## config.mk

```make
export PLATFORM = sky130hd
export DESIGN_NAME = game_turn_scheduler
export DESIGN_NICKNAME = d
export VERILOG_FILES = /design/src/rtl/game_pkg.sv /design/src/rtl/turn_timeout_counter.sv /design/src/rtl/game_turn_scheduler.sv
export SDC_FILE = /design/constraint.sdc
export NUM_CORES = 1
export LEC_CHECK = 0
export CAP_MARGIN = 20
export CORE_AREA = 5 5 106 78
export CTS_BUF_LIST = sky130_fd_sc_hd__clkbuf_16
export DETAILED_ROUTE_END_ITERATION = 8
export DIE_AREA = 0 0 111 83
export MAX_ROUTING_LAYER = met4
export PLACE_DENSITY = 0.86
export SLEW_MARGIN = 5
export SYNTH_ARGS = -nofsm -noshare
export SYNTH_HDL_FRONTEND = slang
export SYNTH_HIERARCHICAL = 1
export SYNTH_SLANG_ARGS = --single-unit
```

## constraint.sdc

```tcl
create_clock -name clk -period 7.42 [get_ports clk]
set_clock_uncertainty 0.05 [all_clocks]
set_input_delay 0.742 -clock clk [delete_from_list [all_inputs] [get_ports clk]]
set_output_delay 0.742 -clock clk [all_outputs]
set_load 0.02 [all_outputs]
```

## src/rtl/game_pkg.sv

```systemverilog
// Shared types and defaults for the dice-race turn sequencer.
//   turn_state_t : turn sequencer states
//   DEFAULT_*    : board geometry defaults (tile 0 x, tile pitch, goal tile)
//   tile_to_x    : tile index -> renderer x, reusable by tile-marker renderers
package game_pkg;

  typedef enum logic [2:0] {
    WAIT_DICE = 3'd0,
    ISSUE     = 3'd1,
    WAIT_DONE = 3'd2,
    CHECK     = 3'd3,
    FINISH    = 3'd4
  } turn_state_t;

  localparam int unsigned DEFAULT_TILE_X0    = 20;
  localparam int unsigned DEFAULT_TILE_PITCH = 60;
  localparam int unsigned DEFAULT_GOAL_TILE  = 9;

  // Result is truncated to the 10-bit screen coordinate; the top level
  // guarantees at elaboration that the goal tile stays on screen.
  function automatic logic [9:0] tile_to_x(input logic [3:0]  tile,
                                           input int unsigned x0,
                                           input int unsigned pitch);
    int unsigned x;
    x = x0 + pitch * 32'(tile);
    return x[9:0];
  endfunction

endpackage

```

## src/rtl/turn_timeout_counter.sv

```systemverilog
// Bounded wait for the renderer's turn_done.
//   clk, rst : clock, async active-high reset
//   clr      : zero the count (has priority over en)
//   en       : count this cycle
//   expire   : high in the cycle whose increment brings the count to
//              TIMEOUT_CYCLES-1, so the caller can leave on that edge
module turn_timeout_counter #(
  parameter int unsigned TIMEOUT_CYCLES = 50_000_000
) (
  input  logic clk,
  input  logic rst,
  input  logic clr,
  input  logic en,
  output logic expire
);

  localparam int CNT_W = (TIMEOUT_CYCLES > 1) ? $clog2(TIMEOUT_CYCLES) : 1;

  logic [CNT_W-1:0] cnt_q, cnt_d;

  always_comb begin
    cnt_d = cnt_q;
    if (clr)     cnt_d = '0;
    else if (en) cnt_d = cnt_q + CNT_W'(1);
  end

  assign expire = en && !clr && ((32'(cnt_q) + 32'd1) == (TIMEOUT_CYCLES - 32'd1));

  always_ff @(posedge clk or posedge rst) begin
    if (rst) cnt_q <= '0;
    else     cnt_q <= cnt_d;
  end

endmodule

```

## src/rtl/game_turn_scheduler.sv

```systemverilog
// Two-player dice-race turn sequencer between dice recognition and renderer.
//   dice_valid/dice_value : validated roll (1..6 accepted)
//   restart               : new game, overrides everything that cycle
//   turn_done             : renderer finished the move animation
//   dice_ready            : waiting for a roll
//   pos_valid             : one-cycle "new target" pulse to the renderer
//   player1/2_pos_x       : renderer x targets
//   active_player         : 0 = player 1, 1 = player 2
//   winner_valid/id       : game over and who won
//   render_reset          : one-cycle pulse ORed into the renderer reset
//
// state     | meaning
// WAIT_DICE | idle, accepting a roll for active_player
// ISSUE     | new target registered, pos_valid high
// WAIT_DONE | waiting for turn_done or timeout
// CHECK     | apply goal / bonus / turn-pass rules
// FINISH    | winner held until restart or rst
module game_turn_scheduler
  import game_pkg::*;
#(
  parameter int unsigned TILE_X0        = DEFAULT_TILE_X0,
  parameter int unsigned TILE_PITCH     = DEFAULT_TILE_PITCH,
  parameter int unsigned GOAL_TILE      = DEFAULT_GOAL_TILE,
  parameter int unsigned TIMEOUT_CYCLES = 50_000_000
) (
  input  logic       clk,
  input  logic       rst,
  input  logic       dice_valid,
  input  logic [2:0] dice_value,
  input  logic       restart,
  input  logic       turn_done,
  output logic       dice_ready,
  output logic       pos_valid,
  output logic [9:0] player1_pos_x,
  output logic [9:0] player2_pos_x,
  output logic       active_player,
  output logic       winner_valid,
  output logic       winner_id,
  output logic       render_reset
);

  if ((TILE_X0 + TILE_PITCH * GOAL_TILE) >= 640 || GOAL_TILE > 15) begin : g_bad_geometry
    $error("game_turn_scheduler: goal tile off screen or beyond 4-bit tile range");
  end

  localparam logic [3:0] GOAL = 4'(GOAL_TILE);

  turn_state_t state_q, state_d;
  logic [3:0]  tile1_q, tile1_d, tile2_q, tile2_d;
  logic        active_q, active_d, bonus_q, bonus_d;
  logic        win_id_q, win_id_d;
  logic [9:0]  pos1_q, pos1_d, pos2_q, pos2_d;
  logic        pos_valid_q, dice_ready_q, winner_valid_q, render_reset_q;
  logic [3:0]  cur_tile;
  logic [4:0]  sum5;
  logic        tmo_expire;

  turn_timeout_counter #(.TIMEOUT_CYCLES(TIMEOUT_CYCLES)) u_timeout (
    .clk    (clk),
    .rst    (rst),
    .clr    (restart || (state_q == ISSUE)),
    .en     (state_q == WAIT_DONE),
    .expire (tmo_expire)
  );

  always_comb begin
    state_d  = state_q;
    tile1_d  = tile1_q;
    tile2_d  = tile2_q;
    active_d = active_q;
    bonus_d  = bonus_q;
    win_id_d = win_id_q;
    cur_tile = active_q ? tile2_q : tile1_q;
    sum5     = {1'b0, cur_tile} + {2'b00, dice_value};

    case (state_q)
      WAIT_DICE: begin
        if (dice_valid && dice_value != 3'd0 && dice_value != 3'd7) begin
          if (sum5 >= {1'b0, GOAL}) begin
            if (active_q) tile2_d = GOAL;
            else          tile1_d = GOAL;
          end else begin
            if (active_q) tile2_d = sum5[3:0];
            else          tile1_d = sum5[3:0];
          end
          state_d = ISSUE;
        end
      end
      ISSUE:     state_d = WAIT_DONE;
      WAIT_DONE: if (turn_done || tmo_expire) state_d = CHECK;
      CHECK: begin
        if (cur_tile == GOAL) begin
          win_id_d = active_q;
          state_d  = FINISH;
        end else if (!cur_tile[0] && cur_tile != 4'd0 && !bonus_q) begin
          bonus_d = 1'b1;
          state_d = WAIT_DICE;
        end else begin
          active_d = ~active_q;
          bonus_d  = 1'b0;
          state_d  = WAIT_DICE;
        end
      end
      FINISH:  state_d = FINISH;
      default: state_d = WAIT_DICE;
    endcase

    if (restart) begin
      state_d  = WAIT_DICE;
      tile1_d  = 4'd0;
      tile2_d  = 4'd0;
      active_d = 1'b0;
      bonus_d  = 1'b0;
      win_id_d = 1'b0;
    end

    // Targets are registered with the tile so pos_x is valid with pos_valid.
    pos1_d = tile_to_x(tile1_d, TILE_X0, TILE_PITCH);
    pos2_d = tile_to_x(tile2_d, TILE_X0, TILE_PITCH);
  end

  always_ff @(posedge clk or posedge rst) begin
    if (rst) begin
      state_q        <= WAIT_DICE;
      tile1_q        <= 4'd0;
      tile2_q        <= 4'd0;
      active_q       <= 1'b0;
      bonus_q        <= 1'b0;
      win_id_q       <= 1'b0;
      pos1_q         <= tile_to_x(4'd0, TILE_X0, TILE_PITCH);
      pos2_q         <= tile_to_x(4'd0, TILE_X0, TILE_PITCH);
      pos_valid_q    <= 1'b0;
      dice_ready_q   <= 1'b1;
      winner_valid_q <= 1'b0;
      render_reset_q <= 1'b0;
    end else begin
      state_q        <= state_d;
      tile1_q        <= tile1_d;
      tile2_q        <= tile2_d;
      active_q       <= active_d;
      bonus_q        <= bonus_d;
      win_id_q       <= win_id_d;
      pos1_q         <= pos1_d;
      pos2_q         <= pos2_d;
      pos_valid_q    <= (state_d == ISSUE);
      dice_ready_q   <= (state_d == WAIT_DICE);
      winner_valid_q <= (state_d == FINISH);
      render_reset_q <= restart;
    end
  end

  assign dice_ready    = dice_ready_q;
  assign pos_valid     = pos_valid_q;
  assign player1_pos_x = pos1_q;
  assign player2_pos_x = pos2_q;
  assign active_player = active_q;
  assign winner_valid  = winner_valid_q;
  assign winner_id     = win_id_q;
  assign render_reset  = render_reset_q;

endmodule

```

# After elaboration in Yosys (flattened, before gate mapping)
# Cells that the tools add are included.
dict set report classes {
  shift 0
  reduce_logical 21
  div 0
  muxes 31
  n_eq_ne 11
  n_bitwise 1
  multipliers 2
  n_addsub 5
  magnitude_cmp 1
}
# op count
set op_table {}
lappend op_table {{26-bit two-way mux} 2}
lappend op_table {{4-bit two-way mux} 13}
lappend op_table {{32-bit by 26-bit equality test with 1-bit output, second input constant} 1}
lappend op_table {{26-bit by 1-bit adder with 27-bit output, second input constant} 1}
lappend op_table {{26-bit by 1-bit adder with 26-bit output, second input constant} 1}
lappend op_table {{5-bit by 10-bit adder with 10-bit output, first input constant} 2}
lappend op_table {{4-bit by 4-bit multiplier with 8-bit output, first input constant} 2}
lappend op_table {{3-bit one-hot mux with 5 select lines} 1}
lappend op_table {{3-bit two-way mux} 4}
lappend op_table {{1-bit two-way mux} 11}
lappend op_table {{3-bit by 1-bit equality test with 1-bit output, second input constant} 2}
lappend op_table {{3-bit by 2-bit equality test with 1-bit output, second input constant} 2}
lappend op_table {{3-bit equality test, second input constant} 2}
lappend op_table {{1-bit logical AND} 6}
lappend op_table {{3-bit zero test} 2}
lappend op_table {{2-bit nonzero test} 3}
lappend op_table {{4-bit by 3-bit adder with 5-bit output} 1}
lappend op_table {{5-bit by 4-bit >= comparator with 1-bit output, second input constant} 1}
lappend op_table {{4-bit equality test, second input constant} 1}
lappend op_table {{2-bit inequality test, second input constant} 2}
lappend op_table {{2-bit AND reduction} 2}
lappend op_table {{4-bit nonzero test} 1}
lappend op_table {{1-bit zero test} 3}
lappend op_table {{3-bit inequality test, second input constant} 1}
lappend op_table {{4 further kinds} 5}
dict set report totals {
  output_inout_bits 26
  word_cells 85
  in_bits 8
  latch_bits 0
  memories 0
  rom_bits 0
  ram_bits 0
  ff_bits 64
}

# Depth between registers and ports, before layout
dict set report depth {
  depth_word 10
  mapped_depth 23
  depth_no_buf 22
}

# Cells and area by module
# Netlist, hierarchy kept.
# module n_inst area_per_inst_um2 cells_each seq_area_each_um2
set by_module_without_submodules {}
lappend by_module_without_submodules {game_turn_scheduler 1 2491.1 242 857.1}
lappend by_module_without_submodules {turn_timeout_counter 1 1619.1 187 650.6}

# Worst setup path before layout
# No wires, ideal clock.
dict set report synth_path {
  path_kind {flip-flop to flip-flop}
  startpoint {register active_q, in the netlist active_player}
  endpoint {register pos2_q[9], in the netlist player2_pos_x[9]}
  arrival_time_ns 5.099
  path_slack_ns 2.150
  period_less_slack_ns 5.270
  stages_incl_launch_ff 21
  required_time_ns 7.249
  setup_ns 0.121
  n_path_buf 1
  cell_sequence {dfrtp_1 buf_2 o21a_1 inv_1 ha_1 fa_1 a21o_1 nand2b_1 mux2_2 nor2_1 mux2i_1 nor2_1 fa_1 fa_1 fa_1 a21o_1 a21oi_1 xnor2_1 nor3b_1 nand2_1 o22a_1}
}
dict set report synth_via {
  elab_chain_cells 9
  elab_cells_between_ends 11
  cone_classes {2 x add/sub; 1 x mul; 1 x order compare; 7 x mux}
}
# item line
set synth_rtl {}
lappend synth_rtl {{start: declaration} game_turn_scheduler.sv:50} ;# logic active_q, active_d, bonus_q, bonus_d;
lappend synth_rtl {{start signal: assignment} game_turn_scheduler.sv:140} ;# active_q <= active_d;
lappend synth_rtl {{4-bit two-way mux} game_turn_scheduler.sv:73} ;# cur_tile = active_q ? tile2_q : tile1_q;
lappend synth_rtl {{4-bit by 3-bit adder with 5-bit output} game_turn_scheduler.sv:74} ;# sum5 = {1'b0, cur_tile} + {2'b00, dice_value};
lappend synth_rtl {{5-bit by 4-bit >= comparator with 1-bit output / 4-bit two-way mux (equally long branches)} {game_turn_scheduler.sv:79, game_turn_scheduler.sv:83}}
lappend synth_rtl {{4-bit two-way mux (*)} game_turn_scheduler.sv:79} ;# if (sum5 >= {1'b0, GOAL}) begin
lappend synth_rtl {{4-bit two-way mux (*)} game_turn_scheduler.sv:78} ;# if (dice_valid && dice_value != 3'd0 && dice_value != 3'd7) begin
lappend synth_rtl {{4-bit two-way mux (*)} game_turn_scheduler.sv:76} ;# case (state_q)
lappend synth_rtl {{4-bit two-way mux (*)} game_turn_scheduler.sv:108} ;# if (restart) begin
lappend synth_rtl {{via tile2_d[2]} game_turn_scheduler.sv:49} ;# logic [3:0] tile1_q, tile1_d, tile2_q, tile2_d;
lappend synth_rtl {{4-bit by 4-bit multiplier with 8-bit output (*)} game_pkg.sv:25} ;# x = x0 + pitch * 32'(tile);
lappend synth_rtl {{5-bit by 10-bit adder with 10-bit output (*)} game_pkg.sv:25}
lappend synth_rtl {{via pos2_d[9]} game_turn_scheduler.sv:52} ;# logic [9:0] pos1_q, pos1_d, pos2_q, pos2_d;
lappend synth_rtl {{end signal: assignment} game_turn_scheduler.sv:131} ;# pos2_q <= tile_to_x(4'd0, TILE_X0, TILE_PITCH);
lappend synth_rtl {{end signal: assignment} game_turn_scheduler.sv:144} ;# pos2_q <= pos2_d;
lappend synth_rtl {{end: declaration} game_turn_scheduler.sv:52}
# Mark *: on every way through the listed nets, which the timed path passes. The rest lies on a longest branch.
# A chain may end at the register's enable or synchronous reset.

# Final worst setup path
# Ends and elaborated chain as after synthesis.

==> qor.yml <==
worst_setup_path:
  arrival_ns: 5.85
  r2r_setup_slack_ns: 1.73
  cp_max_fo: 13
  start_kind: "flip-flop"
  crit_path_cell_trace: "o21a_1 -> inv_1 -> ha_1 -> fa_1 -> a21o_1 -> nand2b_1 -> mux2_2 -> nor2_1 -> mux2i_1 -> nor2_1 -> fa_1 -> fa_1 -> fa_1 -> a21o_1 -> a21oi_1 -> xnor2_1 -> nor3b_1 -> nand2_1 -> o22a_1"
  crit_path_end_kind: "flip-flop"
  path_common_cell: "fa_1"
  cp.required_ns: 7.58
  crit_type: "reg -> reg"
  crit_path_top_delay_cell: "dfrtp_1"
  max_stage_delay_ns: 0.65
clocking:
  cts-root-buf: "clkbuf_16"
  clock_path_buffers: 2
  holdBufCountCts: 0
  cts.sinks: 60
  cts_max_level: 3
  insertion_delay_ns: 0.32
  cts_tree: "built"
  clkTransAtPathRegs_ns: 0.05
  cts_buffers: 9
  post_cts.repair.setup_buffers: 0
  ctsResizeCount: 0
routing:
  wire_per_inst_um: 15.0
  via_count: 3178
  vias_per_cell: 5.70
  drc: 0
  antenna_left: 0
  drt_iter0_markers: 202
  dr.pass1.iters: 4
  postRouteWirelength_um: 8350
synth:
  netlist_area_um2: 4110
  synthCells: 429
  async_flop_share_pct: 100
  synth.area.top_cells: "dfrtp_1, ha_1, xnor2_1"
  synth_ff_type: "dfrtp_1"
  synth_top_area_cell: "dfrtp_1"
  ys_top_cells_by_count: "nor2_1, dfrtp_1, xnor2_1"
  synth-seq-cells: 60
  synth_edf_count: 0
  synth_top_area_share_pct: 33.5
  synth_cell_type_count: 54
  syn-mean-instance-area_um2: 9.58
  synth.most_common_cell: "nor2_1"
  ys_warn_count: 6
  synth_seq_area_share_pct: 36.7
sta:
  fmax_ghz: 0.176
  fin_hold_ws_ns: 0.496
  tightest_slew_ns: 0.686
  tns_ns: 0
  slew_headroom_pct: 54.1
  post-route-min-period_ns: 5.69
  maxSlewViolCount: 0
  setup_ws_ns: 1.73
  rsz0062_at_grt: "false"
  fin_crit_sh_pct: 76.7
  setup_viol: 0
  hold_viol_final: 0
job:
  maxCapViolCount: 0
power_and_ir_drop:
  power-per-cell-area_nw_per_um2: 205
  leakage_nw: 2.12
  max-vdd-ir-drop_mv: 0.141
floorplan:
  start_util_pct: 57.7
  rows: 26
  ios: 34
  chipHeight_um: 83
  die_w_um: 111
  die_area_um2: 9210
  core_um2: 7120
global_routing:
  grt_pass1_vias: 3201
  grt.overflow.total: 0
  grt_pass1_wl_um: 14800
  antenna_found_initial: 0
  grtUsageTotal_pct: 19.8
  grt_max_degree: 35
final_layout:
  drive_gt1_share_pct: 8.26
  seqCellArea_um2: 1510
  antenna_cells: 0
  area_growth_pct: 15.6
  finalInstanceArea_um2: 4750
  multi_input_area_um2: 2440
  nets: 503
  utilization_pct: 66.7
  fillers: 540
hold_path:
  hp-class: "reg -> reg"
place:
  dpl_cell_area_um2: 4440
  port_buffers: 29
  hpwl_um: 6130
  gp_congestion: 0.861
  dp_slack_ns: 1.52
run_status:
  status: "finished, final reports clean"
==> state kept, by name, indices dropped and copies added, names as in the netlist <==
register,count
u_timeout/cnt_q,26
player1_pos_x,8
player2_pos_x,8
tile1_q,4
tile2_q,4
state_q,3
active_player,1
bonus_q,1
dice_ready,1
pos_valid,1
render_reset,1
winner_id,1
winner_valid,1
==> metrics by stage <==
stage | power [W] | cells
2_1_floorplan | 0.000516 | 432
3_3_place_gp | 0.000574 | 541
3_5_place_dp | 0.000583 | 541
4_1_cts | 0.000979 | 557
5_1_grt | 0.00102 | 558
6_report | 0.000974 | 558
==> metal layers <==
layer  vias to the layer above  global-route usage [%]  share of wire (%)
li1                       1528                       -                  -
met1                      1561                    23.6                 42
met4                         0                    5.26                1.8
met3                        19                    4.87                3.5
met5                         -                       -                  0
met2                        70                    33.9                 52
==> final timing paths <==
path	depth (start not counted)	start	to
max reg2reg	19	active_player$_DFFE_PP0P_	player2_pos_x[9]$_DFF_PP0_
max in group asynchronous	3	rst	dice_ready$_DFF_PP1_
max	19	active_player$_DFFE_PP0P_	player2_pos_x[9]$_DFF_PP0_
min in group asynchronous	2	rst	u_timeout/cnt_q[23]$_DFFE_PP0P_
min reg2reg	2	u_timeout/cnt_q[25]$_DFFE_PP0P_	u_timeout/cnt_q[25]$_DFFE_PP0P_
min	2	u_timeout/cnt_q[25]$_DFFE_PP0P_	u_timeout/cnt_q[25]$_DFFE_PP0P_
==> layout by cell type, fill, tap and decap left out, types with 5 or more instances in the layout <==
| master | synthesis | routed |
|---|---|---|
| clkdlybuf4s50_1 | 0 | 29 |
| clkbuf_16 | 0 | 9 |
| nand3_1 | 19 | 19 |
| fa_1 | 9 | 9 |
| nor2_1 | 56 | 56 |
| nand2b_1 | 5 | 5 |
| dfrtp_1 | 55 | 55 |
| nand2_1 | 22 | 22 |
| a21oi_1 | 16 | 16 |
| inv_1 | 16 | 18 |
| dfstp_2 | 5 | 5 |
| ha_1 | 31 | 31 |
| xor2_1 | 22 | 22 |
| o21ai_0 | 15 | 14 |
| and2_1 | 5 | 5 |
| mux2i_1 | 7 | 7 |
| nand4_1 | 15 | 15 |
| xnor2_1 | 35 | 35 |
| nor3_1 | 11 | 11 |
==> worst max-delay path, delay by kind of cell, from the launching register on <==
| family | cells | cell delay, ns |
|---|---|---|
| adder cells (fa/ha/maj) | 5 | 2.17 |
| AND/OR/NAND/NOR | 5 | 1.04 |
| AO/OA/AOI/OAI | 5 | 0.99 |
| flip-flops | 1 | 0.65 |
| multiplexers | 2 | 0.36 |
| XOR/XNOR | 1 | 0.19 |
| buffers and inverters | 1 | 0.10 |
==> power by group <==
part | switching, W | internal, W
sequential | 0.0000118 | 0.000352
clock | 0.000137 | 0.000255
combinational | 0.000124 | 0.0000939
total | 0.000273 | 0.000701
==> cell families after synthesis <==
logic type      after synthesis  synth area share, %
compound gates               62                 9.68
xor+xnor                     57                 12.1
fa+ha+maj                    40                 13.8
buf+inv                      37                 4.29
flops                        60                 36.7
mux                          11                 2.80
other cells                   1               0.0912
simple gates                161                 20.5
==> layout make-up <==
cell class | instances | share of cell area, %
multi-input cells | 335 | 51.3
flip-flops and latches | 60 | 31.7
repair buffers | 33 | 7.16
clock buffers | 9 | 4.74
well taps | 98 | 2.58
clock inverters | 7 | 1.26
inverters | 16 | 1.26
Power figures use the tool's default switching activity.
